`src/rtl/nibble_serial_alu_seq.sv`:
```
// nibble_serial_alu_seq
// Sequences an N-nibble unsigned add/subtract through an external
// combinational 4-bit ALU, LSB nibble first, one nibble per clock.
// The carry or borrow between nibbles is held in an internal register.
//
// state | meaning
// ------+------------------------------------------------------------
// IDLE  | waiting for start; ALU operand drives are zero
// RUN   | one nibble per cycle through the ALU, result built up in place
// FIN   | done pulse; result/carry/zero held; start accepted back-to-back
module nibble_serial_alu_seq #(
    parameter int NIBBLES = 4
) (
    input  logic                   clk,
    input  logic                   reset,
    input  logic                   start,
    input  logic                   op,
    input  logic [4*NIBBLES-1:0]   a,
    input  logic [4*NIBBLES-1:0]   b,
    output logic [3:0]             alu_a,
    output logic [3:0]             alu_b,
    output logic                   alu_op,
    input  logic [3:0]             alu_out,
    input  logic                   alu_flag,
    output logic                   busy,
    output logic                   done,
    output logic [4*NIBBLES-1:0]   result,
    output logic                   carry,
    output logic                   zero
);

    localparam int W     = 4 * NIBBLES;
    localparam int IDX_W = (NIBBLES > 1) ? $clog2(NIBBLES) : 1;
    localparam logic [IDX_W-1:0] LAST_IDX = IDX_W'(NIBBLES - 1);

    typedef enum logic [1:0] {
        IDLE = 2'd0,
        RUN  = 2'd1,
        FIN  = 2'd2
    } state_t;

    state_t           state;
    logic [W-1:0]     a_lat;
    logic [W-1:0]     b_lat;
    logic             op_lat;
    logic [IDX_W-1:0] idx;
    logic             c;

    logic [3:0]       nib_next;
    logic             c_next;
    logic [W-1:0]     word_next;

    // ALU operand slices are only presented while running; otherwise zero
    always_comb begin
        alu_a  = 4'h0;
        alu_b  = 4'h0;
        alu_op = op_lat;
        if (state == RUN) begin
            alu_a = a_lat[{idx, 2'b00} +: 4];
            alu_b = b_lat[{idx, 2'b00} +: 4];
        end
    end

    // fold the ripple carry/borrow into the ALU result for the current nibble
    always_comb begin
        nib_next  = 4'h0;
        c_next    = 1'b0;
        word_next = result;
        if (op_lat) begin
            nib_next = alu_out - {3'b000, c};
            c_next   = alu_flag | (c & (alu_out == 4'h0));
        end else begin
            nib_next = alu_out + {3'b000, c};
            c_next   = alu_flag | (c & (alu_out == 4'hF));
        end
        word_next[{idx, 2'b00} +: 4] = nib_next;
    end

    // control FSM with registered handshake and result outputs
    always_ff @(posedge clk or posedge reset) begin
        if (reset) begin
            state  <= IDLE;
            a_lat  <= '0;
            b_lat  <= '0;
            op_lat <= 1'b0;
            idx    <= '0;
            c      <= 1'b0;
            busy   <= 1'b0;
            done   <= 1'b0;
            result <= '0;
            carry  <= 1'b0;
            zero   <= 1'b0;
        end else begin
            done <= 1'b0;
            case (state)
                IDLE, FIN: begin
                    if (start) begin
                        a_lat  <= a;
                        b_lat  <= b;
                        op_lat <= op;
                        idx    <= '0;
                        c      <= 1'b0;
                        result <= '0;
                        carry  <= 1'b0;
                        zero   <= 1'b0;
                        busy   <= 1'b1;
                        state  <= RUN;
                    end else begin
                        state <= IDLE;
                    end
                end
                RUN: begin
                    result <= word_next;
                    c      <= c_next;
                    if (idx == LAST_IDX) begin
                        idx   <= '0;
                        carry <= c_next;
                        zero  <= (word_next == '0);
                        busy  <= 1'b0;
                        done  <= 1'b1;
                        state <= FIN;
                    end else begin
                        idx <= idx + IDX_W'(1);
                    end
                end
                default: begin
                    state <= IDLE;
                    busy  <= 1'b0;
                end
            endcase
        end
    end

endmodule

```
`config.mk`:
```
export PLATFORM = sky130hd
export DESIGN_NAME = nibble_serial_alu_seq
export DESIGN_NICKNAME = d
export VERILOG_FILES = /design/src/rtl/nibble_serial_alu_seq.sv
export SDC_FILE = /design/constraint.sdc
export NUM_CORES = 1
export LEC_CHECK = 0
export CORE_MARGIN = 2
export CORE_UTILIZATION = 53
export CTS_CLUSTER_DIAMETER = 200
export CTS_CLUSTER_SIZE = 24
export DETAILED_ROUTE_END_ITERATION = 12
export GPL_ROUTABILITY_DRIVEN = 1
export HOLD_SLACK_MARGIN = 0.15
export PLACE_DENSITY = 0.9
export SYNTH_ARGS = -nofsm -noshare
export SYNTH_HDL_FRONTEND = slang
export SYNTH_SLANG_ARGS = --single-unit
export TNS_END_PERCENT = 50
```
`constraint.sdc`:
```
create_clock -name clk -period 6.6 [get_ports clk]
set_clock_uncertainty 0.15 [all_clocks]
set_input_delay 0.66 -clock clk [delete_from_list [all_inputs] [get_ports clk]]
set_output_delay 0.66 -clock clk [all_outputs]
set_load 0.1 [all_outputs]
```
### Word level (Yosys, flattened, before mapping)

Index checks and enable logic that the tools add are counted.
Widths: inputs -> output; s select.

| storage, ports and cells | value |
|---|---|
| logic and storage cells | 62 |
| bits of input ports | 41 |
| flip-flop bits (word level) | 58 |
| output and inout port bits | 29 |

| operators by class | value |
|---|---|
| muxes and demuxes | 24 |
| shift operators | 4 |
| reductions and logical operators | 9 |
| eq/ne operators | 6 |
| add/subtract/negate cells | 4 |
| bitwise operators | 4 |

Operator list:

| cell | number |
|---|---|
| $pmux 16 s2 | 1 |
| $shiftx 16x5->4 | 2 |
| $bwmux 16 | 1 |
| $logic_not 16->1 | 1 |
| $mux 16 | 1 |
| $shift 4x6->16 const A | 1 |
| $shiftx 4x6->16 | 1 |
| $mux 4 | 3 |
| $mux 1 | 9 |
| $pmux 1 s2 | 4 |
| $pmux 2 s2 | 2 |
| $mux 2 | 3 |
| $neg 4->6 | 1 |
| $reduce_and 2->1 | 3 |
| $add 4x1->4 | 1 |
| $eq 2x2->1 const B | 2 |
| $eq 4x4->1 const B | 1 |
| $logic_not 4->1 | 1 |
| $sub 4x1->4 | 1 |
| $reduce_and 3->1 | 1 |
| $add 2x1->2 const B | 1 |
| $and 1x1->1 | 2 |
| $eq 2x1->1 const B | 1 |
| $logic_not 2->1 | 1 |
| 5 further kinds | 6 |

### Longest topological paths before layout

Gate-level depths: netlist of run 1.

| depth | value |
|---|---|
| word-level depth | 7 |
| depth in mapped cells | 8 |
| depth with buffers taken out | 8 |

### Worst setup path before layout of run 1

No wires, ideal clock.

| path | value |
|---|---|
| path type | reg-to-reg |
| start | reg op_lat (netlist: alu_op) |
| end | reg result[11] |
| period minus slack after synthesis | 2609 ps |
| required time | 6327 ps |
| path slack | 3991 ps |
| data arrival time | 2336 ps |
| library setup time | 123 ps |
| buffers on the path | 0 |
| stages on the path, launching flop included | 8 |
| cells stage by stage | dfrtp_1 -> nand2b_1 -> ha_1 -> a21o_1 -> a31oi_1 -> xnor2_1 -> nor2_1 -> a22o_1 |

| on the way | value |
|---|---|
| longest elaborated chain between the ends | 4 |

Ends and longest elaborated chain:

| item | line | text |
|---|---|---|
| start, declared | 45 | `logic op_lat;` |
| start signal, assigned | 100 | `op_lat <= op;` |
| $mux 4 | 69 | `if (op_lat) begin` |
| $shiftx 4x6->16 | 76 | `word_next[{idx, 2'b00} +: 4] = nib_next;` |
| $bwmux 16 | 76 |  |
| $pmux 16 s2 | 95 | `case (state)` |
| end signal, assigned | 113 | `result <= word_next;` |
| end, declared | 27 | `output logic [4*NIBBLES-1:0] result,` |

No other way between the ends.
A chain may end at the register's enable or synchronous reset.

### Final worst setup path of run 1

| path | value |
|---|---|
| start | reg idx[0] |
| end | out alu_a[1] |

| on the way | value |
|---|---|
| longest elaborated chain between the ends | 2 |

Ends and longest elaborated chain:

| item | line | text |
|---|---|---|
| start, declared | 46 | `logic [IDX_W-1:0] idx;` |
| start signal, assigned | 123 | `idx <= idx + IDX_W'(1);` |
| $shiftx 16x5->4 | 59 | `alu_a = a_lat[{idx, 2'b00} +: 4];` |
| $mux 4 | 58 | `if (state == RUN) begin` |
| end, declared | 20 | `output logic [3:0] alu_a,` |

No other way between the ends.

==> results.py, run 1 <==
metrics = {
    "yosys": {
        "synth_ff_type": "dfrtp_1",
        "ys_types": 37,
        "syn_nets": 330,
        "syn_area_mm2": 0.00280,
        "ys_warn_count": 0,
        "synth-edff-count": 0,
        "syn_inst": 279,
        "avgSynthCellArea_um2": 10.0,
        "synth-seq-cells": 58,
        "ys_seq_area_share_pct": 51.9,
        "async_flop_share_pct": 100,
    },
    "routing": {
        "dr.pass1.iters": 4,
        "dr_wl_met2_um": 3110,
        "antenna_left": 0,
        "wire_per_inst_um": 14.9,
        "met3WireLength_um": 410,
        "wirelength_um": 6340,
        "wl_met1_um": 2730,
        "via_count": 2265,
        "via_per_inst": 5.33,
        "drt-initial-drc-count": 154,
        "dr.max_layer_used": "met4",
        "drc": 0,
    },
    "clock_network": {
        "cts_root_buffer": "clkbuf_8",
        "cts_buffers": 9,
        "cts.sinks": 58,
        "clk_latency_ns": 0.33,
        "cts_tree": "yes",
        "ctsHtreeMaxLevel": 3,
        "post_cts_buffers": 0,
        "cts_resized": 0,
        "holdBufCountCts": 0,
        "cts.reportedPaths.clkPinSlew_ns": 0.06,
        "cts_buffer_depth": 2,
    },
    "place": {
        "placed_area_mm2": 0.00354,
        "io_buffers": 69,
        "hpwlAfterDp_um": 4380,
        "finalWeightedCongestion": 0.804,
    },
    "cells_and_area": {
        "antennaDiodeCount": 0,
        "fin_area_mm2": 0.00373,
        "final.fill_count": 351,
        "layout_commonest_cell": "nand2_1",
        "final_cell_mix": "106 x nand2_1, 69 x clkdlybuf4s50_1, 58 x dfrtp_1, 12 x a22o_1, 12 x clkbuf_8",
        "multi_input_area_mm2": 0.00126,
        "nets": 401,
        "seq_area_mm2": 0.00145,
        "syn_to_final_growth_pct": 33.2,
        "drive_above_1_share_pct": 9.01,
    },
    "setup_path": {
        "worstPathMaxFanout": 17,
        "end_kind": "output pin",
        "arrival_ns": 2.93,
        "criticalPathCategory": "reg2out",
        "required_ns": 5.79,
        "worst_setup_path_start_kind": "flip-flop",
    },
    "floorplan": {
        "std_cell_rows": 26,
        "die_h_um": 76.6,
        "start_util_pct": 54.8,
        "core_area_mm2": 0.00511,
        "die_w_um": 76.6,
        "pin_count": 70,
        "die_area_mm2": 0.00587,
    },
    "global_routing": {
        "antenna_found_initial": 0,
        "grt_start_max_net_pins": 59,
        "grt_pass1_wl_um": 10700,
        "grt_pass1_vias": 2313,
        "grt_overflow": 0,
        "grt_use_total_pct": 23.2,
    },
    "sta": {
        "period_minus_slack_ns": 3.74,
        "holdWs_ns": 0.322,
        "slew_violations": 0,
        "tightest_slew_ns": 1.01,
        "slew_headroom_pct": 32.1,
        "hold_viol": 0,
        "fin_crit_sh_pct": 56.6,
        "tns_ns": 0,
        "rsz0062_at_grt": "no",
        "max_freq_ghz": 0.267,
        "setup_viol": 0,
    },
    "worst_hold_path": {
        "min_path_type": "reg2reg",
    },
    "status": {
        "status": "finished clean",
    },
    "job": {
        "cap_violations": 0,
    },
}
[per-stage QoR]
stage               cells  worst slack [ns]  utilization [%]
floorplan             279              3.99                -
global placement      409              3.24             69.4
detailed placement    409              3.21             69.4
CTS                   425              2.82             73.0
global route          425              2.71             73.0
finish                425              2.86             73.0
[layer usage]
| metal | global-route usage, % | vias up |
|---|---|---|
| met3 | 6.52 | 13 |
| met5 | 0 | - |
| met4 | 8.91 | 0 |
| met1 | 29.0 | 1076 |
| li1 | - | 1083 |
| met2 | 38.4 | 93 |
[final timing paths]
| kind | startpoint | to | slack, ns | depth (start not counted) |
|---|---|---|---|---|
| min | a_lat[9]$_DFFE_PP0P_ | a_lat[9]$_DFFE_PP0P_ | 0.32 | 2 |
| max | idx[0]$_DFFE_PP0P_ | alu_a[1] | 2.86 | 3 |
| min in group asynchronous | reset | result[0]$_DFFE_PP0P_ | 0.68 | 3 |
| min reg2reg | a_lat[9]$_DFFE_PP0P_ | a_lat[9]$_DFFE_PP0P_ | 0.32 | 2 |
| max reg2reg | idx[0]$_DFFE_PP0P_ | zero$_DFFE_PP0P_ | 4.01 | 7 |
| max in group asynchronous | reset | result[5]$_DFFE_PP0P_ | 5.13 | 3 |
[flip-flops by register name, summed over array words and instances, names as in the netlist]
| register | flops |
|---|---|
| idx | 2 |
| done | 1 |
| carry | 1 |
| busy | 1 |
| c | 1 |
| zero | 1 |
| a_lat | 16 |
| alu_op | 1 |
| state | 2 |
| b_lat | 16 |
| result | 16 |
[area by class of cell]
cell class | count | share of cell area, %
clock inverter | 2 | 0.269
inverter | 7 | 0.705
tap | 70 | 2.35
clock buffer | 14 | 4.63
multi-input combinational | 202 | 33.9
timing repair buffer | 72 | 19.1
sequential | 58 | 39.0
[cell usage after synthesis (2+ instances only)]
library cell,instances,area (µm²)
clkbuf_1,7,26.3
o21ai_0,7,35.0
nor4_1,4,25.0
xnor2_1,2,17.5
buf_4,2,15.0
o22ai_1,2,12.5
ha_1,9,113
a22o_1,12,105
nor3_1,3,15.0
and2_1,9,56.3
mux4_2,8,180
dfrtp_1,58,1450
and4bb_1,2,25.0
nor2_1,6,22.5
o21ai_1,2,10.0
a21oi_1,4,20.0
a21o_1,2,15.0
inv_1,7,26.3
nand2b_1,5,31.3
nand2_1,106,398
buf_2,3,15.0
a32o_1,4,40.0
[kinds of logic after synthesis]
logic type	synth area share (%)
AO/OA/AOI/OAI	9.40
XOR/XNOR	0.940
adder cells (fa/ha/maj)	4.74
buffers and inverters	2.95
flip-flops	51.9
multiplexers	7.38
AND/OR/NAND/NOR	22.7
[critical path: stages, from the launching register on]
cell             delay, ns
dfrtp_1               0.84
mux4_2                0.59
and2_1                0.19
clkdlybuf4s50_1       0.97
Power of run 1 is left out: the tool's default activity adds up to more than one toggle a clock period on the data nets, which glitch-free logic cannot reach.
==> run 2, diff against run 1 <==
--- a/config.mk
+++ b/config.mk
@@ -6,13 +6,13 @@
 export NUM_CORES = 1
 export LEC_CHECK = 0
 export CORE_MARGIN = 2
-export CORE_UTILIZATION = 53
+export CORE_UTILIZATION = 44
 export CTS_CLUSTER_DIAMETER = 200
 export CTS_CLUSTER_SIZE = 24
 export DETAILED_ROUTE_END_ITERATION = 12
 export GPL_ROUTABILITY_DRIVEN = 1
 export HOLD_SLACK_MARGIN = 0.15
-export PLACE_DENSITY = 0.9
+export PLACE_DENSITY = 0.81
 export SYNTH_ARGS = -nofsm -noshare
 export SYNTH_HDL_FRONTEND = slang
 export SYNTH_SLANG_ARGS = --single-unit
==> constraint.sdc (replaced) <==
create_clock -name clk -period 3.2 [get_ports clk]
set_clock_uncertainty 0.15 [all_clocks]
set_input_delay 0.32 -clock clk [delete_from_list [all_inputs] [get_ports clk]]
set_output_delay 0.32 -clock clk [all_outputs]
set_load 0.1 [all_outputs]
==> run 2 against run 1 <==
Against the previous run:
- critical path depth increased by 1
- sequential share of layout area decreased by 0.13 points
- final cell count increased by 2.4%
- design area increased by 0.34%
- first-iteration DRC count decreased by 34%
- routed wire length increased by 0.24%
- via count increased by 0.75%
- non-clock buffer count increased by 3
- die area increased by 19%
- highest routed layer unchanged
==> results.py, run 2 (synthesis gave the netlist of run 1 again) <==
metrics = {
    "worst_hold_path": {
        "min_path_type": "in2async",
    },
    "sta": {
        "tightest_slew_ns": 0.969,
        "max_freq_ghz": 0.388,
        "setup_viol": 0,
        "holdWs_ns": 0.204,
        "fin_crit_sh_pct": 80.6,
        "period_minus_slack_ns": 2.58,
        "slew_headroom_pct": 35.2,
        "slew_violations": 0,
        "tns_ns": 0,
        "hold_viol": 0,
        "rsz0062_at_grt": "no",
    },
    "cells_and_area": {
        "top_regs": "a_lat: 16 flops, b_lat: 16 flops, result: 16 flops",
        "seq_area_mm2": 0.00145,
        "final_cell_mix": "106 x nand2_1, 58 x dfrtp_1, 47 x clkdlybuf4s50_1, 28 x buf_4, 12 x a22o_1",
        "final.fill_count": 536,
        "nets": 404,
        "multi_input_area_mm2": 0.00126,
        "drive_above_1_share_pct": 16.2,
        "antennaDiodeCount": 0,
        "fin_util_pct": 59.9,
        "layout_commonest_cell": "nand2_1",
        "syn_to_final_growth_pct": 33.7,
    },
    "setup_path": {
        "crit_chain": "buf_4, mux4_2, and2_1, buf_4",
        "cpPeakStageDelay_ns": 0.55,
        "cp.buffers_inverters": 2,
        "worstPathMaxFanout": 10,
        "slowest_stage": "dfrtp_1",
        "path_common_cell": "buf_4",
        "end_kind": "output pin",
        "reg2reg_depth": 7,
        "required_ns": 2.73,
        "cp.depth": 4,
        "crit_family": "flip-flops",
        "arrival_ns": 2.11,
        "worst_setup_path_start_kind": "flip-flop",
        "criticalPathCategory": "reg2out",
    },
    "floorplan": {
        "die_w_um": 83.7,
        "die_area_mm2": 0.00701,
        "core_area_mm2": 0.00624,
        "die_h_um": 83.7,
        "start_util_pct": 44.8,
        "std_cell_rows": 29,
        "pin_count": 70,
    },
    "global_routing": {
        "grt_pass1_wl_um": 11100,
        "grt_pass1_vias": 2365,
        "antenna_found_initial": 0,
        "grt_overflow": 0,
        "grt_use_total_pct": 19.8,
        "grt_start_max_net_pins": 36,
    },
    "clock_network": {
        "cts.reportedPaths.clkPinSlew_ns": 0.07,
        "holdBufCountCts": 0,
        "ctsHtreeMaxLevel": 3,
        "clk_latency_ns": 0.34,
        "cts_tree": "yes",
        "post_cts_buffers": 0,
        "cts.sinks": 58,
        "cts_buffer_depth": 2,
        "cts_resized": 0,
        "cts_root_buffer": "clkbuf_8",
        "cts_buffers": 9,
    },
    "place": {
        "finalWeightedCongestion": 0.849,
        "io_buffers": 69,
        "hpwlAfterDp_um": 4560,
    },
    "status": {
        "status": "finished clean",
    },
    "routing": {
        "via_per_inst": 5.25,
        "via_count": 2282,
        "wirelength_um": 6360,
        "dr.pass1.iters": 4,
        "drc": 0,
        "antenna_left": 0,
        "drt-initial-drc-count": 101,
        "wire_per_inst_um": 14.6,
    },
    "job": {
        "cap_violations": 0,
    },
}
[run 2: cell count changes in the layout (fill, tap and decap cells not counted)]
cell,previous run,this run
clkbuf_1,2,1
clkbuf_8,12,10
clkinvlp_4,0,1
clkdlybuf4s50_1,69,47
bufinv_16,0,2
buf_4,3,28
[run 2: layer usage]
metal | vias up | global-route usage [%] | share of wire [%]
met4 | 0 | 8.50 | 2.2
met3 | 16 | 4.15 | 5.3
met1 | 1095 | 26.1 | 44
met5 | - | 0 | 0
met2 | 80 | 31.9 | 49
li1 | 1091 | - | -
[run 2: final timing paths]
check	start	end	slack, ns
worst max-delay path	idx[0]$_DFFE_PP0P_	alu_a[1]	0.62
worst min-delay path	reset	a_lat[15]$_DFFE_PP0P_	0.20
worst max register to register	alu_op$_DFFE_PP0P_	result[7]$_DFFE_PP0P_	0.89
worst min register to register	a_lat[9]$_DFFE_PP0P_	a_lat[9]$_DFFE_PP0P_	0.32
max in group asynchronous	reset	result[4]$_DFFE_PP0P_	2.07
min in group clk	a_lat[9]$_DFFE_PP0P_	a_lat[9]$_DFFE_PP0P_	0.32
[run 2: final cells by class]
type | count | share of cell area, %
well taps | 77 | 2.58
clock inverters | 5 | 2.07
inverters | 7 | 0.703
clock buffers | 11 | 3.78
multi-input cells | 202 | 33.8
repair buffers | 75 | 18.2
flip-flops and latches | 58 | 38.8
[run 2: stage by stage]
step	cells	instance area [µm²]	setup slack, ns
after global routing	435	3740	0.501
after global placement	419	3520	0.920
after CTS	435	3740	0.584
final	435	3740	0.620
after floorplan	279	2800	0.591
after detailed placement	419	3520	0.871
Power of run 2 is left out for the same reason.
==> run 3, diff against run 2 <==
==> constraint.sdc (replaced) <==
create_clock -name clk -period 2.15 [get_ports clk]
set_clock_uncertainty 0.15 [all_clocks]
set_input_delay 0.215 -clock clk [delete_from_list [all_inputs] [get_ports clk]]
set_output_delay 0.215 -clock clk [all_outputs]
set_load 0.1 [all_outputs]
==> run 3 against run 2 <==
Against the previous run:
- clock-buffer cell count decreased by 2
- sequential share of layout area decreased by 2.7 points
- die area unchanged
- global-route usage increased by 0.70 points
- first-iteration DRC count increased by 57%
- largest cell class unchanged
==> results.py, run 3 (synthesis gave the netlist of run 1 again) <==
metrics = {
    "setup_path": {
        "worstPathMaxFanout": 5,
        "cpPeakStageDelay_ns": 0.50,
        "crit_family": "multiplexers",
        "end_kind": "output pin",
        "crit_chain": "buf_6, mux4_2, and2_4, buf_12",
        "slowest_stage": "mux4_2",
        "cp-startpoint": "idx[0]$_DFFE_PP0P_",
        "required_ns": 1.78,
        "cp.buffers_inverters": 2,
        "arrival_ns": 1.75,
        "criticalPathCategory": "reg2out",
        "worst_setup_path_start_kind": "flip-flop",
        "reg2reg_from": "alu_op$_DFFE_PP0P_",
    },
    "sta": {
        "hold_viol": 0,
        "setup_viol": 0,
        "max_freq_ghz": 0.473,
        "fin_crit_sh_pct": 98.3,
        "period_minus_slack_ns": 2.11,
        "slew_violations": 0,
        "rsz0062_at_grt": "yes",
        "tightest_slew_ns": 0.475,
        "slew_headroom_pct": 68.0,
    },
    "cells_and_area": {
        "final.fill_count": 494,
        "nets": 413,
        "fin_area_mm2": 0.00402,
        "drive_above_1_share_pct": 23.7,
        "layout_commonest_cell": "nand2_1",
        "syn_to_final_growth_pct": 43.8,
        "final_cell_mix": "106 x nand2_1, 57 x dfrtp_1, 40 x clkdlybuf4s50_1, 31 x buf_4, 12 x a22o_1",
        "antennaDiodeCount": 0,
        "top_regs": "a_lat: 16 flops, b_lat: 16 flops, result: 16 flops",
    },
    "clock_network": {
        "ctsHtreeMaxLevel": 3,
        "cts.sinks": 58,
        "cts_buffer_depth": 2,
        "cts_root_buffer": "clkbuf_8",
        "cts.reportedPaths.clkPinSlew_ns": 0.07,
        "clk_latency_ns": 0.35,
        "cts_tree": "yes",
        "cts_buffers": 9,
    },
    "global_routing": {
        "grt_pass1_wl_um": 11400,
        "antenna_found_initial": 0,
        "grt_start_max_net_pins": 36,
        "grt_pass1_vias": 2429,
        "grt_overflow": 0,
        "grt_use_total_pct": 20.5,
    },
    "routing": {
        "dr.pass1.iters": 4,
        "wire_per_inst_um": 15.1,
        "antenna_left": 0,
        "drt-initial-drc-count": 159,
        "drc": 0,
        "wirelength_um": 6720,
        "via_count": 2324,
        "via_per_inst": 5.23,
    },
    "worst_hold_path": {
        "min_path_type": "in2reg",
        "min-delay-start": "b[8]",
    },
    "floorplan": {
        "core_area_mm2": 0.00624,
        "start_util_pct": 44.8,
        "die_w_um": 83.7,
        "std_cell_rows": 29,
        "pin_count": 70,
        "die_h_um": 83.7,
        "die_area_mm2": 0.00701,
    },
    "job": {
        "cap_violations": 0,
    },
    "place": {
        "io_buffers": 69,
        "hpwlAfterDp_um": 4850,
        "placed_area_mm2": 0.00368,
        "finalWeightedCongestion": 0.826,
    },
    "status": {
        "status": "finished clean",
    },
}
[run 3: metal layers]
metal	vias to the layer above	global-route usage [%]	share of wire (%)
li1	1115	-	-
met4	0	7.92	2.4
met2	82	33.6	48
met3	13	4.95	5.6
met1	1114	26.5	44
met5	-	0	0
[run 3: worst min-delay path, delay by kind of cell]
kind                   cells  cell delay, ns
and+or+nand+nor            2            0.09
buffers and inverters      1            0.39
[run 3: stage by stage]
stage               util [%]  TNS [ns]  setup WS (ns)  cells  hold WS (ns)
floorplan                  -    -0.137        -0.0370    279         0.170
global placement        59.0         0         0.0230    425         0.305
finish                  64.4         0         0.0359    444         0.235
global route            64.4  -0.00611       -0.00611    444         0.247
detailed placement      59.0    -0.244        -0.0767    425         0.311
CTS                     63.9  -0.00906       -0.00521    444         0.229
[run 3: final cells by class]
cell class                      count  area, µm²  share of cell area, %
Inverter                            7       26.3                  0.654
Multi-Input combinational cell    202       1320                   32.8
Sequential cell                    58       1450                   36.1
Clock buffer                        9        124                   3.08
Tap cell                           77       96.3                   2.40
Timing Repair Buffer               84        861                   21.4
Clock inverter                      7        141                   3.52
[run 3: path summary, 6_finish.rpt]
check	to	cells after the start	slack (ns)
setup reg to reg	result[3]$_DFFE_PP0P_	7	0.12
setup / recovery	alu_b[0]	4	0.04
hold reg to reg	a_lat[6]$_DFFE_PP0P_	2	0.33
max in group asynchronous	c$_DFFE_PP0P_	4	0.63
hold / removal	b_lat[8]$_DFFE_PP0P_	3	0.24
min in group asynchronous	state[0]$_DFFE_PP0N_	3	0.59
[run 3: repair_timing]
item	CTS	global route
hold buffers	1	0
setup endpoints to repair	8	8
buffers inserted	2	0
endpoints found under the hold margin	18	0
resized for setup	5	9
Power of run 3 is left out for the same reason.
==> RTL change 1, RTL diff (config.mk and constraints of run 3) <==
`NIBBLES`: 4 -> 8.
--- a/src/rtl/nibble_serial_alu_seq.sv
+++ b/src/rtl/nibble_serial_alu_seq.sv
@@ -10,5 +10,5 @@
 // FIN   | done pulse; result/carry/zero held; start accepted back-to-back
 module nibble_serial_alu_seq #(
-    parameter int NIBBLES = 4
+    parameter int NIBBLES = 8
 ) (
     input  logic                   clk,
Ports: changed (resized a, b and result); port bits go from 70 to 118. The function was not compared with the original's and may differ.
==> RTL change 1 against run 3 <==
Register-to-register slack got worse by 0.47 ns; synthesized area increased by 85%; worst setup slack got worse by 0.39 ns; the run now ends with setup timing left; via count increased by 98%; sequential cell count increased by 49; routed wire length increased by 100%; design area increased by 86%.
Power is left out: the tool's default activity adds up to more than one toggle a clock period on the data nets, which glitch-free logic cannot reach.
==> RTL change 1: results (changes against run 3) <==
INFO  layout         nonClkBufAreaFrac=22.4% [+0.99 points]
INFO  global_routing globalRouteMet2Util=36.8% [+3.2 points]
INFO  synth          synth.avg_cell_area=9.61um^2 [-4.1%]
INFO  sta            worst_slack=-0.350ns [-0.385 ns]
INFO  critical_path  rr_worst_depth=10 [+3]
INFO  layout         final_net_count=777 [+88%]
INFO  layout         layout.area.seq=0.00268mm^2 [+84%]
INFO  synth          synthTopCellsByCount=sky130_fd_sc_hd__nand2_1, sky130_fd_sc_hd__dfrtp_1, sky130_fd_sc_hd__a22o_1
INFO  critical_path  worst_r2r_endpoint=zero
INFO  drt            route.met2.wl=6770um [+110%]
INFO  layout         reg_top3=a_lat x32, b_lat x32, result x32
INFO  global_routing gr_usage_total=22.4% [+1.9 points]
INFO  synth          synth-seq-area-share=51.9% [about the same]
INFO  global_routing grt_util_met1=30.1% [+3.6 points]
INFO  placement      post_dp_cell_area=0.00691mm^2 [+88%]
INFO  layout         multi_input_area_share=34.5% [+1.7 points]
INFO  synth          netlist_top_cells_area=sky130_fd_sc_hd__dfrtp_1, sky130_fd_sc_hd__nand2_1, sky130_fd_sc_hd__mux4_2
INFO  drt            first_iter_violations=348 [+120%]
INFO  placement      gp_routability_congestion=0.872 [+5.7%]
INFO  layout         stdcell_area=0.00747mm^2 [+86%]
INFO  critical_path  worst_ep_arrival_time=2.59ns [+0.84 ns]
INFO  layout         fin_cells=844 [+90%]
INFO  status         status=finished, violations left
INFO  synth          distinct_cells_synth=56 [+51%]
INFO  sta            timing.slew.headroom=52.9% [-15 points]
INFO  sta            report.final.setup_viol=23 [+23]
INFO  clock_tree     cts.sinks=107 [+84%]
INFO  global_routing pin_count_of_the_biggest_net_entering_global_routing=67 [+86%]
INFO  layout         nMultiInputCombCells=392 [+94%]
INFO  critical_path  reg2reg_from=idx[0]
INFO  layout         inverters=11 [+4]
INFO  synth          synth.net_count=618 [+87%]
INFO  drt            met3_length=766um [+100%]
INFO  hold_path      timing.hold.worst_endpoint=b_lat[29]
INFO  placement      place_hpwl=9920um [+100%]
INFO  layout         clkcell_share=4.27% [-2.3 points]
INFO  placement      placement.setup.worst_slack=-0.740ns [-0.664 ns]
INFO  drt            drt_first_pass_iters=5 [+1]
INFO  clock_tree     cts_repair_resize_count=31 [+26]
INFO  drt            via_per_inst=5.44 [+3.9%]
INFO  status         failed_checks=setup timing
INFO  drt            wl=13700um [+100%]
RTL change 1: cell count changes in the layout (fill, tap and decap cells not counted), sizes merged, moves of 12 or more:
cell | run 3 | this run
dfrtp | 58 | 107
a22o | 12 | 24
nand2 | 106 | 225
nor2 | 6 | 21
clkdlybuf4s50 | 40 | 72
buf | 43 | 102
RTL change 1: cells by family (layout without fill, tap and decap cells):
| group | after synthesis | in the layout | share of synthesized area [%] |
|---|---|---|---|
| AOI/OAI and AO/OA | 80 | 80 | 11.3 |
| DFF | 107 | 107 | 51.9 |
| and+or+nand+nor | 282 | 282 | 23.5 |
| muxes | 18 | 18 | 7.40 |
| buffers and inverters | 38 | 202 | 3.06 |
| adders and majority gates | 8 | 8 | 2.09 |
| xor gates and xnor gates | 4 | 4 | 0.679 |
RTL change 1: how the worst max path moves through the flow:
stage          startpoint       end  cells after the start
2_1_floorplan      idx[0]  alu_b[0]                      5
6_report           idx[0]      zero                     10
4_1_cts            idx[0]  alu_a[2]                      6
3_3_place_gp   alu_out[0]      zero                     10
3_5_place_dp   alu_out[0]      zero                     11
5_1_grt            idx[0]      zero                      8
RTL change 1: worst max-delay path, stage by stage (launching register included):
cell and delay (ns):
sky130_fd_sc_hd__dfrtp_1 0.40, sky130_fd_sc_hd__inv_2 0.07, sky130_fd_sc_hd__ha_4 0.16, sky130_fd_sc_hd__ha_4 0.22
sky130_fd_sc_hd__buf_8 0.14, sky130_fd_sc_hd__or2_4 0.25, sky130_fd_sc_hd__o22ai_4 0.19, sky130_fd_sc_hd__a31oi_4 0.12
sky130_fd_sc_hd__a2111oi_4 0.33, sky130_fd_sc_hd__o2111ai_2 0.15, sky130_fd_sc_hd__o41ai_2 0.22
==> RTL change 2, RTL diff (flow settings as in run 3) <==
Made on the original files. Add an input register stage for `start`, `op`, `a`, `b`, `alu_out` and `alu_flag`, cleared by the reset; this delays them by one clock.
--- a/src/rtl/nibble_serial_alu_seq.sv
+++ b/src/rtl/nibble_serial_alu_seq.sv
@@ -40,4 +40,29 @@
     } state_t;
 
+    logic start_q;
+    logic op_q;
+    logic [4*NIBBLES-1:0] a_q;
+    logic [4*NIBBLES-1:0] b_q;
+    logic [3:0] alu_out_q;
+    logic alu_flag_q;
+
+    always_ff @(posedge clk or posedge reset) begin
+        if (reset) begin
+            start_q    <= '0;
+            op_q       <= '0;
+            a_q        <= '0;
+            b_q        <= '0;
+            alu_out_q  <= '0;
+            alu_flag_q <= '0;
+        end else begin
+            start_q    <= start;
+            op_q       <= op;
+            a_q        <= a;
+            b_q        <= b;
+            alu_out_q  <= alu_out;
+            alu_flag_q <= alu_flag;
+        end
+    end
+
     state_t           state;
     logic [W-1:0]     a_lat;
@@ -68,9 +93,9 @@
         word_next = result;
         if (op_lat) begin
-            nib_next = alu_out - {3'b000, c};
-            c_next   = alu_flag | (c & (alu_out == 4'h0));
+            nib_next = alu_out_q - {3'b000, c};
+            c_next   = alu_flag_q | (c & (alu_out_q == 4'h0));
         end else begin
-            nib_next = alu_out + {3'b000, c};
-            c_next   = alu_flag | (c & (alu_out == 4'hF));
+            nib_next = alu_out_q + {3'b000, c};
+            c_next   = alu_flag_q | (c & (alu_out_q == 4'hF));
         end
         word_next[{idx, 2'b00} +: 4] = nib_next;
@@ -95,8 +120,8 @@
             case (state)
                 IDLE, FIN: begin
-                    if (start) begin
-                        a_lat  <= a;
-                        b_lat  <= b;
-                        op_lat <= op;
+                    if (start_q) begin
+                        a_lat  <= a_q;
+                        b_lat  <= b_q;
+                        op_lat <= op_q;
                         idx    <= '0;
                         c      <= 1'b0;
Behaviour: not the same (a bounded check fails within 4 cycles, from zero or initial values and one cycle with reset high).
==> RTL change 2 against run 3 <==
Routed wire length increased by 13%; worst hold slack lost 0.069 ns; highest routed layer unchanged; synthesized area grew 38%; global-route usage shrank 4.0 points; design area increased by 35%; die area rose by 36%; sequential cell count grew 39; sequential share of layout area is 8.7 points higher; worst setup slack lost 0.027 ns; final cell count up 10%; critical path depth unchanged.
Power is not shown: default switching activity piles up to over one toggle a cycle in this logic, so the estimate is an artifact.
==> RTL change 2: results (changes against run 3) <==
INFO  critical_path  rr_worst_depth=7 [unchanged]
INFO  global_routing gr_usage_total=16.5% [-4.0 points]
INFO  status         status=finished clean
INFO  critical_path  critical_path.endpoint=alu_b[3]
INFO  layout         final_net_count=428 [+3.6%]
INFO  critical_path  worst_path_largest_cell_delay=0.48ns [-0.02 ns]
INFO  clock_tree     clk_pin_slew=0.09ns [+0.02 ns]
INFO  sta            hold_ws=0.167ns [-0.0686 ns]
INFO  drt            drt_first_pass_iters=4 [unchanged]
INFO  drt            post_drt_wl_per_cell=15.4um [+2.1%]
INFO  clock_tree     ctsRootBufferMaster=sky130_fd_sc_hd__clkbuf_8
INFO  drt            first_iter_violations=148 [-6.9%]
INFO  critical_path  critical_path.slowest_cell=sky130_fd_sc_hd__mux4_2
INFO  layout         antenna_cells=0 [unchanged]
INFO  placement      gp_routability_congestion=0.851 [+3.1%]
INFO  sta            worstMarginPinSlew=0.502ns [+0.0270 ns]
INFO  global_routing pin_count_of_the_biggest_net_entering_global_routing=98 [+170%]
INFO  critical_path  worst_ep_arrival_time=1.78ns [+0.03 ns]
INFO  synth          distinct_cells_synth=46 [+24%]
INFO  layout         final_layout_size_suffix_gt1_share=34.8% [+11 points]
INFO  synth          synth_ff_type=sky130_fd_sc_hd__dfrtp_1
INFO  critical_path  worst_r2r_endpoint=zero
INFO  synth          synth-seq-area-share=63.0% [+11 points]
INFO  hold_path      holdCritPathClass=primary input to flip-flop
INFO  clock_tree     clock_insertion_delay_worst_skew=0.35ns [about the same]
INFO  clock_tree     htreeDepth=3 [unchanged]
INFO  synth          postSynth.asyncResetShare=100% [unchanged]
INFO  drt            via_per_inst=5.26 [+0.44%]
INFO  clock_tree     cts_buffers=9 [unchanged]
INFO  global_routing vias_in_the_first_global_route=2552 [+5.1%]
INFO  placement      place_hpwl=4930um [+1.8%]
INFO  critical_path  r2r_setup_slack=0.06ns [-0.06 ns]
INFO  synth          synth.net_count=307 [-7.0%]
INFO  critical_path  reg2reg_from=c
INFO  global_routing grt_first_pass_wirelength=12400um [+8.9%]
INFO  synth          netlist_top_cells_area=sky130_fd_sc_hd__dfrtp_1, sky130_fd_sc_hd__mux2_2, sky130_fd_sc_hd__ha_1
INFO  synth          synthTopCellsByCount=sky130_fd_sc_hd__dfrtp_1, sky130_fd_sc_hd__mux2_2, sky130_fd_sc_hd__and2_1
-- RTL change 2: layout make-up --
| class | count | area (um^2) |
|---|---|---|
| fillers | 626 | 3170 |
| inverters | 9 | 42.5 |
| clock buffers | 12 | 145 |
| repair buffers | 120 | 1220 |
| clock inverters | 4 | 52.6 |
| well taps | 108 | 135 |
| multi-input cells | 140 | 1390 |
| flip-flops and latches | 97 | 2430 |
-- RTL change 2: cell families after synthesis --
family / count (synthesis) / share of synthesized area [%]
buffers and inverters: 19 / 2.53
adders and majority gates: 10 / 3.44
and+or+nand+nor: 46 / 7.66
xor gates and xnor gates: 3 / 0.682
DFF: 97 / 63.0
AOI/OAI and AO/OA: 38 / 7.56
muxes: 43 / 15.2
-- RTL change 2: metal layers --
metal	track usage, %	share of wire, %	routed length, um
met2	27.7	51	3890
met3	3.45	3.8	286
met5	0	0	0
met1	21.0	43	3270
met4	6.84	1.6	121
-- RTL change 2: worst min path at each step --
stage | depth (start not counted) | start | end
after global placement | 1 | a_q[9] | a_lat[9]
final | 1 | b[7] | b_q[7]
after CTS | 1 | a[4] | a_q[4]
after floorplan | 0 | a[0] | a_q[0]
after detailed placement | 1 | a_q[8] | a_lat[8]
after global routing | 1 | b[11] | b_q[11]
-- RTL change 2: what timing repair did --
item                                   CTS  global route
setup buffers                            3             2
gates resized for setup                 10            13
setup endpoints to repair                8            13
endpoints found under the hold margin   31             1
hold buffers                            31             1
pin swaps                                0             6
gates cloned                             0             1
-- RTL change 2: metrics by stage --
step | setup slack [ns] | std cells | cell area (um^2)
after CTS | 0.00106 | 486 | 5320
after global placement | 0.0925 | 436 | 4770
after global routing | -0.0455 | 490 | 5420
after floorplan | -0.380 | 256 | 3860
final | 0.00933 | 490 | 5420
after detailed placement | 0.0420 | 436 | 4770
